## src/rtl/cpu_ctrl_pkg.sv

```systemverilog
// Shared definitions for the multi-cycle control unit: opcode map, ALU
// function codes, FSM state encoding and the registered control bundle.
package cpu_ctrl_pkg;

    localparam int unsigned OP_W  = 4;
    localparam int unsigned ALU_W = 2;

    // Opcode map (instr[15:12]); 0x8-0xE are illegal
    localparam logic [OP_W-1:0] OP_LD   = 4'h0;
    localparam logic [OP_W-1:0] OP_ST   = 4'h1;
    localparam logic [OP_W-1:0] OP_ADD  = 4'h2;
    localparam logic [OP_W-1:0] OP_SUB  = 4'h3;
    localparam logic [OP_W-1:0] OP_AND  = 4'h4;
    localparam logic [OP_W-1:0] OP_OR   = 4'h5;
    localparam logic [OP_W-1:0] OP_BEQ  = 4'h6;
    localparam logic [OP_W-1:0] OP_LDI  = 4'h7;
    localparam logic [OP_W-1:0] OP_HALT = 4'hF;

    // ALU function codes
    localparam logic [ALU_W-1:0] ALU_ADD = 2'b00;
    localparam logic [ALU_W-1:0] ALU_SUB = 2'b01;
    localparam logic [ALU_W-1:0] ALU_AND = 2'b10;
    localparam logic [ALU_W-1:0] ALU_OR  = 2'b11;

    typedef enum logic [2:0] {
        ST_IDLE   = 3'd0,
        ST_FETCH  = 3'd1,
        ST_DECODE = 3'd2,
        ST_EXEC   = 3'd3,
        ST_MEM    = 3'd4,
        ST_WB     = 3'd5,
        ST_HALT   = 3'd6
    } state_t;

    // Control bundle driven to the datapath
    typedef struct packed {
        logic             ir_en;
        logic             pc_en;
        logic             beq;
        logic             mem_read;
        logic             mem_write;
        logic             reg_dst;
        logic             mem_to_reg;
        logic             reg_write;
        logic             load;
        logic [ALU_W-1:0] alu_op;
        logic             illegal_op;
        logic             halted;
    } ctrl_t;

endpackage

```

## src/rtl/ctrl_decode.sv

```systemverilog
// Combinational opcode classifier.
// Ports:
//   i_op         opcode to classify
//   o_is_alu     ADD/SUB/AND/OR
//   o_is_mem     LD or ST
//   o_is_ld      LD
//   o_is_ldi     LDI
//   o_is_beq     BEQ
//   o_is_illegal 0x8-0xE
//   o_is_halt    HALT
//   o_alu        ALU function (SUB for BEQ, ADD for non-ALU ops)
module ctrl_decode
    import cpu_ctrl_pkg::*;
(
    input  logic [OP_W-1:0]  i_op,
    output logic             o_is_alu,
    output logic             o_is_mem,
    output logic             o_is_ld,
    output logic             o_is_ldi,
    output logic             o_is_beq,
    output logic             o_is_illegal,
    output logic             o_is_halt,
    output logic [ALU_W-1:0] o_alu
);

    always_comb begin
        o_is_alu     = 1'b0;
        o_is_mem     = 1'b0;
        o_is_ld      = 1'b0;
        o_is_ldi     = 1'b0;
        o_is_beq     = 1'b0;
        o_is_illegal = 1'b0;
        o_is_halt    = 1'b0;
        o_alu        = ALU_ADD;
        case (i_op)
            OP_LD: begin
                o_is_mem = 1'b1;
                o_is_ld  = 1'b1;
            end
            OP_ST:   o_is_mem = 1'b1;
            OP_ADD: begin
                o_is_alu = 1'b1;
                o_alu    = ALU_ADD;
            end
            OP_SUB: begin
                o_is_alu = 1'b1;
                o_alu    = ALU_SUB;
            end
            OP_AND: begin
                o_is_alu = 1'b1;
                o_alu    = ALU_AND;
            end
            OP_OR: begin
                o_is_alu = 1'b1;
                o_alu    = ALU_OR;
            end
            OP_BEQ: begin
                o_is_beq = 1'b1;
                o_alu    = ALU_SUB;
            end
            OP_LDI:  o_is_ldi  = 1'b1;
            OP_HALT: o_is_halt = 1'b1;
            default: o_is_illegal = 1'b1;
        endcase
    end

endmodule

```

## src/rtl/multicycle_control_unit.sv

```systemverilog
// Multi-cycle control FSM for the 16-bit RISC core. Sequences each
// instruction through FETCH/DECODE/EXEC/MEM/WB and drives the datapath
// control inputs. All outputs are registered, decoded from the next state.
// Optional feature macro: CTRL_MEM_WAIT_EN adds mem_ready and lets MEM stall.
// Ports:
//   clk, rst_n   clock, async active-low reset
//   opcode       instr[15:12], sampled only in DECODE
//   mem_ready    data-memory done (CTRL_MEM_WAIT_EN only)
//   ir_en, pc_en, beq, mem_read, mem_write, reg_dst, mem_to_reg,
//   reg_write, load, alu_op       datapath controls
//   illegal_op   one-cycle pulse on unknown opcode
//   halted       sticky HALT indication, cleared only by reset
module multicycle_control_unit
    import cpu_ctrl_pkg::*;
(
    input  logic             clk,
    input  logic             rst_n,
    input  logic [OP_W-1:0]  opcode,
`ifdef CTRL_MEM_WAIT_EN
    input  logic             mem_ready,
`endif
    output logic             ir_en,
    output logic             pc_en,
    output logic             beq,
    output logic             mem_read,
    output logic             mem_write,
    output logic             reg_dst,
    output logic             mem_to_reg,
    output logic             reg_write,
    output logic             load,
    output logic [ALU_W-1:0] alu_op,
    output logic             illegal_op,
    output logic             halted
);

    state_t          r_state;
    state_t          w_state_nxt;
    logic [OP_W-1:0] r_op_q;
    logic [OP_W-1:0] w_op;
    ctrl_t           r_ctrl;
    ctrl_t           w_ctrl_nxt;

    logic             w_is_alu;
    logic             w_is_mem;
    logic             w_is_ld;
    logic             w_is_ldi;
    logic             w_is_beq;
    logic             w_is_illegal;
    logic             w_is_halt;
    logic [ALU_W-1:0] w_alu;
    logic             w_mem_done;

    // In DECODE the opcode is still being latched, so the EXEC outputs must
    // be decoded from the live input rather than the stale op_q.
    assign w_op = (r_state == ST_DECODE) ? opcode : r_op_q;

    ctrl_decode u_decode (
        .i_op         (w_op),
        .o_is_alu     (w_is_alu),
        .o_is_mem     (w_is_mem),
        .o_is_ld      (w_is_ld),
        .o_is_ldi     (w_is_ldi),
        .o_is_beq     (w_is_beq),
        .o_is_illegal (w_is_illegal),
        .o_is_halt    (w_is_halt),
        .o_alu        (w_alu)
    );

`ifdef CTRL_MEM_WAIT_EN
    assign w_mem_done = mem_ready;
`else
    assign w_mem_done = 1'b1;
`endif

    // State, latched opcode and registered controls
    always_ff @(posedge clk or negedge rst_n) begin
        if (!rst_n) begin
            r_state <= ST_IDLE;
            r_op_q  <= '0;
            r_ctrl  <= '0;
        end else begin
            r_state <= w_state_nxt;
            r_ctrl  <= w_ctrl_nxt;
            if (r_state == ST_DECODE) begin
                r_op_q <= opcode;
            end
        end
    end

    // Next state, then the controls for the state being entered
    always_comb begin
        w_state_nxt = r_state;
        w_ctrl_nxt  = '0;

        case (r_state)
            ST_IDLE:   w_state_nxt = ST_FETCH;
            ST_FETCH:  w_state_nxt = ST_DECODE;
            ST_DECODE: w_state_nxt = w_is_halt ? ST_HALT : ST_EXEC;
            ST_EXEC: begin
                if (w_is_mem) begin
                    w_state_nxt = ST_MEM;
                end else if (w_is_alu || w_is_ldi) begin
                    w_state_nxt = ST_WB;
                end else begin
                    w_state_nxt = ST_FETCH;
                end
            end
            ST_MEM:  w_state_nxt = w_mem_done ? ST_WB : ST_MEM;
            ST_WB:   w_state_nxt = ST_FETCH;
            ST_HALT: w_state_nxt = ST_HALT;
            default: w_state_nxt = ST_IDLE;
        endcase

        case (w_state_nxt)
            ST_FETCH: w_ctrl_nxt.ir_en = 1'b1;
            ST_EXEC: begin
                w_ctrl_nxt.alu_op = w_alu;
                // BEQ and illegal ops retire here
                if (w_is_beq) begin
                    w_ctrl_nxt.beq   = 1'b1;
                    w_ctrl_nxt.pc_en = 1'b1;
                end
                if (w_is_illegal) begin
                    w_ctrl_nxt.illegal_op = 1'b1;
                    w_ctrl_nxt.pc_en      = 1'b1;
                end
            end
            ST_MEM: begin
                w_ctrl_nxt.alu_op    = w_alu;
                w_ctrl_nxt.mem_read  = w_is_ld;
                w_ctrl_nxt.mem_write = w_is_mem && !w_is_ld;
            end
            ST_WB: begin
                w_ctrl_nxt.alu_op = w_alu;
                w_ctrl_nxt.pc_en  = 1'b1;
                if (w_is_alu) begin
                    w_ctrl_nxt.reg_write = 1'b1;
                    w_ctrl_nxt.reg_dst   = 1'b1;
                end
                if (w_is_ld) begin
                    w_ctrl_nxt.mem_read   = 1'b1;
                    w_ctrl_nxt.mem_to_reg = 1'b1;
                    w_ctrl_nxt.reg_write  = 1'b1;
                end
                if (w_is_ldi) begin
                    w_ctrl_nxt.load      = 1'b1;
                    w_ctrl_nxt.reg_write = 1'b1;
                end
            end
            ST_HALT: w_ctrl_nxt.halted = 1'b1;
            default: ;
        endcase
    end

    assign ir_en      = r_ctrl.ir_en;
    assign pc_en      = r_ctrl.pc_en;
    assign beq        = r_ctrl.beq;
    assign mem_read   = r_ctrl.mem_read;
    assign mem_write  = r_ctrl.mem_write;
    assign reg_dst    = r_ctrl.reg_dst;
    assign mem_to_reg = r_ctrl.mem_to_reg;
    assign reg_write  = r_ctrl.reg_write;
    assign load       = r_ctrl.load;
    assign alu_op     = r_ctrl.alu_op;
    assign illegal_op = r_ctrl.illegal_op;
    assign halted     = r_ctrl.halted;

endmodule

```

## config.mk

```make
export PLATFORM = sky130hd
export DESIGN_NAME = multicycle_control_unit
export DESIGN_NICKNAME = d
export VERILOG_FILES = /design/src/rtl/cpu_ctrl_pkg.sv /design/src/rtl/ctrl_decode.sv /design/src/rtl/multicycle_control_unit.sv
export SDC_FILE = /design/constraint.sdc
export NUM_CORES = 1
export LEC_CHECK = 0
export BUFFER_PORTS_ARGS = -buffer_cell sky130_fd_sc_hd__buf_4
export CAP_MARGIN = 30
export CORE_MARGIN = 10
export CORE_UTILIZATION = 52
export DETAILED_ROUTE_END_ITERATION = 8
export PLACE_DENSITY = 0.76
export SETUP_SLACK_MARGIN = 0.15
export SLEW_MARGIN = 20
export SYNTH_ARGS = -nofsm -noshare
export SYNTH_HDL_FRONTEND = slang
export SYNTH_HIERARCHICAL = 1
export SYNTH_SLANG_ARGS = --single-unit
```

## constraint.sdc

```tcl
create_clock -name clk -period 2.5 [get_ports clk]
set_input_delay 0.375 -clock clk [delete_from_list [all_inputs] [get_ports clk]]
set_output_delay 0.375 -clock clk [all_outputs]
set_load 0.02 [all_outputs]
```

==> summary.md, run 1 <==
| Metric | Value |
|---|---|
| Most frequent cells in the layout | 24 x buf_4, 20 x dfrtp_1, 7 x nor2_1 |
| Wire length on met1 | 868 um |
| CTS Buffer Depth | 2 |
| Post-synth net total | 93 |
| Final Critical Period | 2250 ps |
| YS warnings | 6 |
| R2R Path End | alu_op[0]$_DFF_PN0_ |
| Setup TNS | 0 ps |
| Reg-to-Reg Start | r_state[0]$_DFF_PN0_ |
| P_leak | 0.572 nW |
| Max cap viols | 0 |
| Relative slew margins | 75.4% |
| Largest net degree at the start of global routing | 21 |
| Width of the die | 62.6 um |
| Full die area | 3910 sq um |
| Max reg flops | 4 |
| Congestion Overflow GR | 0 |
| Reg clk slew, reported paths | 120 ps |
| Antenna Diode Count | 0 |
| Total power | 1.64 mW |
| Drt first-iter violations | 26 |
| Hold EP | r_op_q[0]$_DFF_PN0_ |
| Die H | 62.6 um |
| Final Max Tran Viols | 0 |
| Register area share after synthesis | 53.1% |
| Nets@finish | 118 |
| Number of global-route vias before repair | 739 |
| Area growth, synth to finish | 26.7% |
| FMAX | 444 MHz |
| Hold slack final | 374 ps |
| Layout cells sized above 1 | 36.9% |
| Setup violators final | 0 |
| Post-route ant nets | 0 |
| Syn Inst Count | 87 |
| Initial antenna violation count | 0 |
| Most common cell after layout, fill and taps aside | buf_4 |
| Port bufs | 18 |
| WL/cell | 14.1 um |
| Met2 WL | 897 um |
| GRT Overall Usage | 10.0% |
| RSZ-0062 raised after global routing | yes |
| Slew @ Worst Pin | 368 ps |
| Clock Tree Root | clkbuf_4 |
| Metal3 WL | 135 um |
| FF+latch count, synth | 20 |
| CTS tree | yes |
| Final cell count without fillers | 136 |
| Placed cell count | 130 |
| I/O pin total | 19 |
| Max Used Layer | met4 |
| Crit end category | flop |
| Setup CP Type | flop to flop |
| Starting density of the core | 54.6% |
| Power density cells | 1370 nW/um^2 |
| Worst hold path startpoint | opcode[0] |
| Syn avg cell area | 10.8 sq um |
| Hold WC Path Type | input port to flop |
| Worst EP arrival | 2490 ps |
| Mapped Area | 942 sq um |
| Detail-routed via count per cell | 5.24 |
| Core Area | 1730 sq um |
| Post-synthesis cell type count | 34 |
| Largest Register | r_op_q |
| H-tree levels | 1 |
| R2r setup slk | 250 ps |
| TritonRoute pass-1 iters | 4 |
| Skew final | 6.72 ps |
| Placer Congestion | 0.901 |
| Peak VDD IR | 0.736 mV |
| Fill count | 142 |
| Startpoint Class | flop |
| Hold Path Depth | 2 |
| Vias | 712 |
| Fin. Hold Viols | 0 |
| Outcome | finished clean |
| Reg2reg path depth | 8 |
| Clock latency on the worst-skew pair | 300 ps |
| Sink Count | 20 |
| DRC violations left | 0 |
| Worst Path Required | 2740 ps |
| Final WL | 1920 um |
| # rows | 15 |
| Fin crit share | 90.0% |
| CP max FO | 10 |
| DPL Wire Length | 1410 um |
| First-pass GRT wire length | 3350 um |
| Design Area, Final | 1190 sq um |
| Num CTS Buffers | 3 |
| Placed instance area | 1110 sq um |
logic make-up after synthesis:
kind of cell	after synthesis	synth area share, %
xor+xnor	3	2.79
buf+inv	8	5.05
flops	20	53.1
simple gates	37	22.7
compound gates	15	11.6
mux	4	4.78
layout make-up:
class,instances,area (sq um),area share (%)
timing repair buffer,25,190,15.9
inverter,3,11.3,0.943
tap,25,31.3,2.62
multi-input combinational,59,424,35.5
clock buffer,4,36.3,3.04
sequential,20,500,41.9
Yosys cell counts:
library cell / n / share of area, %
dfrtp_1: 20 / 53
nor2_1: 9 / 3.6
a21oi_1: 4 / 2.1
mux2_2: 4 / 4.8
nor3_1: 4 / 2.1
and2_1: 3 / 2.0
inv_1: 3 / 1.2
nand2_1: 3 / 1.2
nor2b_1: 3 / 2.0
and3_1: 2 / 1.3
buf_2: 2 / 1.1
buf_4: 2 / 1.6
nand3b_1: 2 / 1.6
nor3b_1: 2 / 1.6
o22ai_1: 2 / 1.3
o32ai_1: 2 / 1.9
or2_2: 2 / 1.3
xnor2_1: 2 / 1.9
a211oi_2: 1 / 1.3
a31o_2: 1 / 0.93
a31oi_1: 1 / 0.66
buf_6: 1 / 1.2
nand2b_1: 1 / 0.66
nand4bb_1: 1 / 1.2
nor2_2: 1 / 0.66
nor4_1: 1 / 0.66
o211ai_1: 1 / 0.80
o21a_1: 1 / 0.80
o21ai_0: 1 / 0.53
o221a_2: 1 / 1.2
or2b_1: 1 / 0.80
or3b_1: 1 / 0.93
or4b_1: 1 / 1.1
xor2_1: 1 / 0.93
routing by layer:
layer | GRT usage (%) | vias up
li1 | - | 355
met1 | 11.8 | 333
met2 | 16.4 | 20
met3 | 4.12 | 4
met4 | 2.51 | 0
met5 | 0 | -
what timing repair did:
action | in CTS | in global routing
endpoints found under the hold margin | 20 | 0
setup buffers | 0 | 1
pin swaps | 0 | 1
gates resized for setup | 1 | 7
hold buffers | 1 | 0
endpoints found under the setup margin | 3 | 8
report_power, final:
group	switching (mW)	leakage, nW	total [mW]	internal (mW)
logic	0.539	0.289	0.981	0.441
registers	0.0418	0.261	0.471	0.429
clock network	0.0994	0.0210	0.188	0.0887
worst max path at each step:
stage | slack [ps] | depth (start not counted) | to | startpoint
after global routing | 120 | 8 | alu_op[0]$_DFF_PN0_ | r_state[0]$_DFF_PN0_
after detailed placement | 140 | 8 | mem_to_reg$_DFF_PN0_ | r_state[0]$_DFF_PN0_
final | 250 | 8 | alu_op[0]$_DFF_PN0_ | r_state[0]$_DFF_PN0_
after global placement | 220 | 8 | mem_to_reg$_DFF_PN0_ | r_state[0]$_DFF_PN0_
after floorplan | 260 | 8 | r_state[0]$_DFF_PN0_ | r_state[0]$_DFF_PN0_
after CTS | 170 | 8 | pc_en$_DFF_PN0_ | r_state[0]$_DFF_PN0_
per-stage QoR:
stage / worst slack, ps / utilization (%)
floorplan: 256 / -
global placement: 224 / 64.3
detailed placement: 140 / 64.3
CTS: 168 / 67.2
global route: 120 / 69.1
finish: 250 / 69.1
worst max-delay path, stage by stage (launching register included):
cell	delay, ps
dfrtp_1	390
or2b_1	280
nor2_4	180
mux2_4	380
nand2_1	110
nor2_1	100
or4b_1	480
o211ai_1	110
and2_1	160
(Power assumes the default switching activity.)
==> run 2, diff against run 1 <==
--- a/config.mk
+++ b/config.mk
@@ -5,10 +5,12 @@
 export SDC_FILE = /design/constraint.sdc
 export NUM_CORES = 1
 export LEC_CHECK = 0
+export ABC_AREA = 1
 export BUFFER_PORTS_ARGS = -buffer_cell sky130_fd_sc_hd__buf_4
 export CAP_MARGIN = 30
 export CORE_MARGIN = 10
 export CORE_UTILIZATION = 52
+export CTS_CLUSTER_DIAMETER = 100
 export DETAILED_ROUTE_END_ITERATION = 8
 export PLACE_DENSITY = 0.76
 export SETUP_SLACK_MARGIN = 0.15
==> run 2 against run 1 <==
  * Clock power shrank 3%
  * Critical endpoint is now ir_en$_DFF_PN0_
  * Critical path depth grew 6
  * Worst hold slack gained 47 ps
  * Clock skew is 5.9 ps lower
  * Non-clock buffer count down 6
  * Register-to-register slack better by 160 ps
  * Largest cell class unchanged
  * First-iteration DRC count fell by 38%
  * Core utilization fell by 2.2 points
  * Synthesized cell count up 25%
==> summary.md, run 2 <==
| Metric | Value |
|---|---|
| Outcome | finished clean |
| Skew final | 0.835 ps (-5.88 ps) |
| Max reg flops | 4 (unchanged) |
| Placed cell count | 152 (+17%) |
| Width of the die | 62.3 um (-0.50%) |
| Mapped Area | 928 sq um (-1.5%) |
| Layout cells sized above 1 | 30.3% (-6.6 points) |
| GRT Overall Usage | 10.5% (+0.47 points) |
| Starting density of the core | 54.4% (-0.21 points) |
| Clock Tree Root | clkbuf_4 |
| Antenna Diode Count | 0 (unchanged) |
| Synth Flop Type | dfrtp_1 |
| DRC violations left | 0 (unchanged) |
| Hold slack final | 421 ps (+47.0 ps) |
| Startpoint Class | flop |
| Most common cell after layout, fill and taps aside | nand2_1 |
| Crit end category | flop |
| FMAX | 479 MHz (+7.7%) |
| Worst Path Required | 2700 ps (-40 ps) |
| CTS tree | yes |
| Area growth, synth to finish | 23.0% |
| Drt first-iter violations | 16 (-38%) |
| Peak VDD IR | 0.835 mV (+13%) |
| Post-route ant nets | 0 (unchanged) |
| Worst EP arrival | 2290 ps (-200 ps) |
| Initial antenna violation count | 0 (unchanged) |
| Synth cell count leaders | 21 x inv_1, 21 x nand2_1, 20 x dfrtp_1, 15 x nor2_1, 6 x nand3_1 |
| WL/cell | 12.1 um (-14%) |
| Detail-routed via count per cell | 4.72 (-9.8%) |
| Slew @ Worst Pin | 252 ps (-116 ps) |
| Vias | 741 (+4.1%) |
| Largest cells by area after synthesis | dfrtp_1 54%, inv_1 8.5%, nand2_1 8.5%, nor2_1 6.1%, nand2_2 3.4% |
| Most Frequent Cell on Critical Path | nand2_1 |
| Nets@finish | 139 (+18%) |
| Max Used Layer | met4 |
| Syn Inst Count | 109 (+25%) |
| Power density cells | 1290 nW/um^2 (-5.9%) |
| Wire length on met1 | 793 um (-8.6%) |
| Worst path cell trace | nor2_4 -> nand2_1 -> nand2_1 -> nand2_1 -> nor2_1 -> inv_1 -> nor2_1 -> inv_1 -> nand2_1 -> nand2_2 -> o21ai_2 -> inv_1 -> nand2_1 -> inv_1 |
| I/O pin total | 19 (unchanged) |
| Final Max Tran Viols | 0 (unchanged) |
| Most frequent cells in the layout | 21 x nand2_1, 20 x inv_1, 19 x dfrtp_1 |
| Fin. Hold Viols | 0 (unchanged) |
| RSZ-0062 raised after global routing | no |
| Post-synth net total | 115 (+24%) |
| Number of global-route vias before repair | 737 (-0.27%) |
| Top delay family on crit path | simple AND/OR/NAND/NOR gates |
| Relative slew margins | 83.2% (+7.7 points) |
| P_leak | 0.642 nW (+12%) |
| Final Critical Period | 2090 ps (-161 ps) |
| Full die area | 3880 sq um (-0.99%) |
| Clock latency on the worst-skew pair | 290 ps (about the same) |
| Setup bufs post-CTS | 0 (unchanged) |
| Post-synthesis cell type count | 18 (-47%) |
| Placer Congestion | 0.784 (-13%) |
| CP max FO | 7 (-3) |
| Sink Count | 20 (unchanged) |
| TritonRoute pass-1 iters | 5 (+1) |
| Met2 WL | 927 um (+3.3%) |
| Register area share after synthesis | 53.9% (+0.79 points) |
| DPL Wire Length | 1510 um (+6.5%) |
| Num CTS Buffers | 3 (unchanged) |
| Final WL | 1900 um (-1.2%) |
| H-tree levels | 1 (unchanged) |
| WP buf/inv | 4 (+4) |
| FF+latch count, synth | 20 (unchanged) |
| Share of the core filled with cells | 66.9% (-2.2 points) |
| First-pass GRT wire length | 3390 um (+1.2%) |
| Synth area leader | dfrtp_1 |
| Yosys top cell area share | 53.9% (+0.79 points) |
| Port bufs | 18 (unchanged) |
| CTS Buffer Depth | 2 (unchanged) |
| Syn avg cell area | 8.52 sq um (-21%) |
| Fin crit share | 83.5% (-6.5 points) |
| # rows | 15 (unchanged) |
| Largest net degree at the start of global routing | 21 (unchanged) |
| Slowest cell on the critical path | dfrtp_2 |
| YS warnings | 6 (unchanged) |
| Reg clk slew, reported paths | 100 ps (-20 ps) |
| Hold WC Path Type | input port to flop |
| Die H | 62.3 um (-0.50%) |
| Setup violators final | 0 (unchanged) |
| Max cap viols | 0 (unchanged) |
| Setup TNS | 0 ps (unchanged) |
| Congestion Overflow GR | 0 (unchanged) |
| FFs w/ async S/R, synth | 100% (unchanged) |
| Setup CP Type | flop to flop |
| Metal3 WL | 145 um (+7.4%) |
| Core Area | 1710 sq um (-1.1%) |
| Largest Register | r_op_q |
| Slowest stage delay, CP | 480 ps (about the same) |
| Final cell count without fillers | 157 (+15%) |
| Number of synthesized flops with an enable pin | 0 (unchanged) |
run 2: worst reg2reg max path, stage by stage, from the launching register on:
cell,delay (ps)
dfrtp_2,480
nor2_4,200
nand2_1,130
nand2_1,80
nand2_1,130
nor2_1,210
inv_1,70
nor2_1,180
inv_1,100
nand2_1,90
nand2_2,80
o21ai_2,90
inv_1,50
nand2_1,60
inv_1,30
run 2: power breakdown:
part	switching [mW]	internal [mW]	total (mW)	leakage, nW
clock	0.0931	0.0888	0.182	0.0210
combinational	0.548	0.258	0.806	0.357
sequential	0.0603	0.428	0.488	0.264
run 2: layout make-up:
cell class | instances | area [sq um]
clock buffer | 4 | 36.3
fill | 128 | 566
tap | 25 | 31.3
sequential | 20 | 502
timing repair buffer | 19 | 145
multi-input combinational | 66 | 342
inverter | 23 | 86.3
run 2: worst paths after layout:
path                                            from                    to  slack (ps)  cells after the start
worst max-delay path            r_state[0]$_DFF_PN0_       ir_en$_DFF_PN0_         410                     14
worst min-delay path                       opcode[3]   r_op_q[3]$_DFF_PN0_         420                      3
worst max register to register  r_state[0]$_DFF_PN0_       ir_en$_DFF_PN0_         410                     14
worst min register to register   r_op_q[0]$_DFF_PN0_   r_op_q[0]$_DFF_PN0_         570                      2
max in group asynchronous                      rst_n  r_state[0]$_DFF_PN0_        1810                      2
min in group asynchronous                      rst_n  r_state[1]$_DFF_PN0_         480                      2
run 2: timing repair:
item / 4_1_cts / 5_1_grt
resized for setup: 0 / 3
endpoints found under the setup margin: 0 / 10
hold buffers: 1 / 0
endpoints found under the hold margin: 20 / 0
run 2: logic make-up (layout without fill, tap and decap cells):
kind of cell / count (synthesis) / count (layout) / share of synthesized area [%]
buffers and inverters: 23 / 46 / 9.30
DFF: 20 / 20 / 53.9
and+or+nand+nor: 57 / 57 / 31.0
AOI/OAI and AO/OA: 9 / 9 / 5.79
run 2: stage by stage:
stage / cell area, sq um / setup slack (ps) / total power [mW]
after floorplan: 928 / 676 / 1.07
after global routing: 1140 / 175 / 1.62
after global placement: 1090 / 448 / 1.27
after CTS: 1140 / 342 / 1.48
final: 1140 / 412 / 1.48
after detailed placement: 1090 / 357 / 1.29
run 2: per-layer routing:
metal | up-vias | GRT usage (%)
li1 | 376 | -
met4 | 0 | 2.79
met1 | 340 | 11.4
met2 | 21 | 17.9
met3 | 4 | 4.84
met5 | - | 0
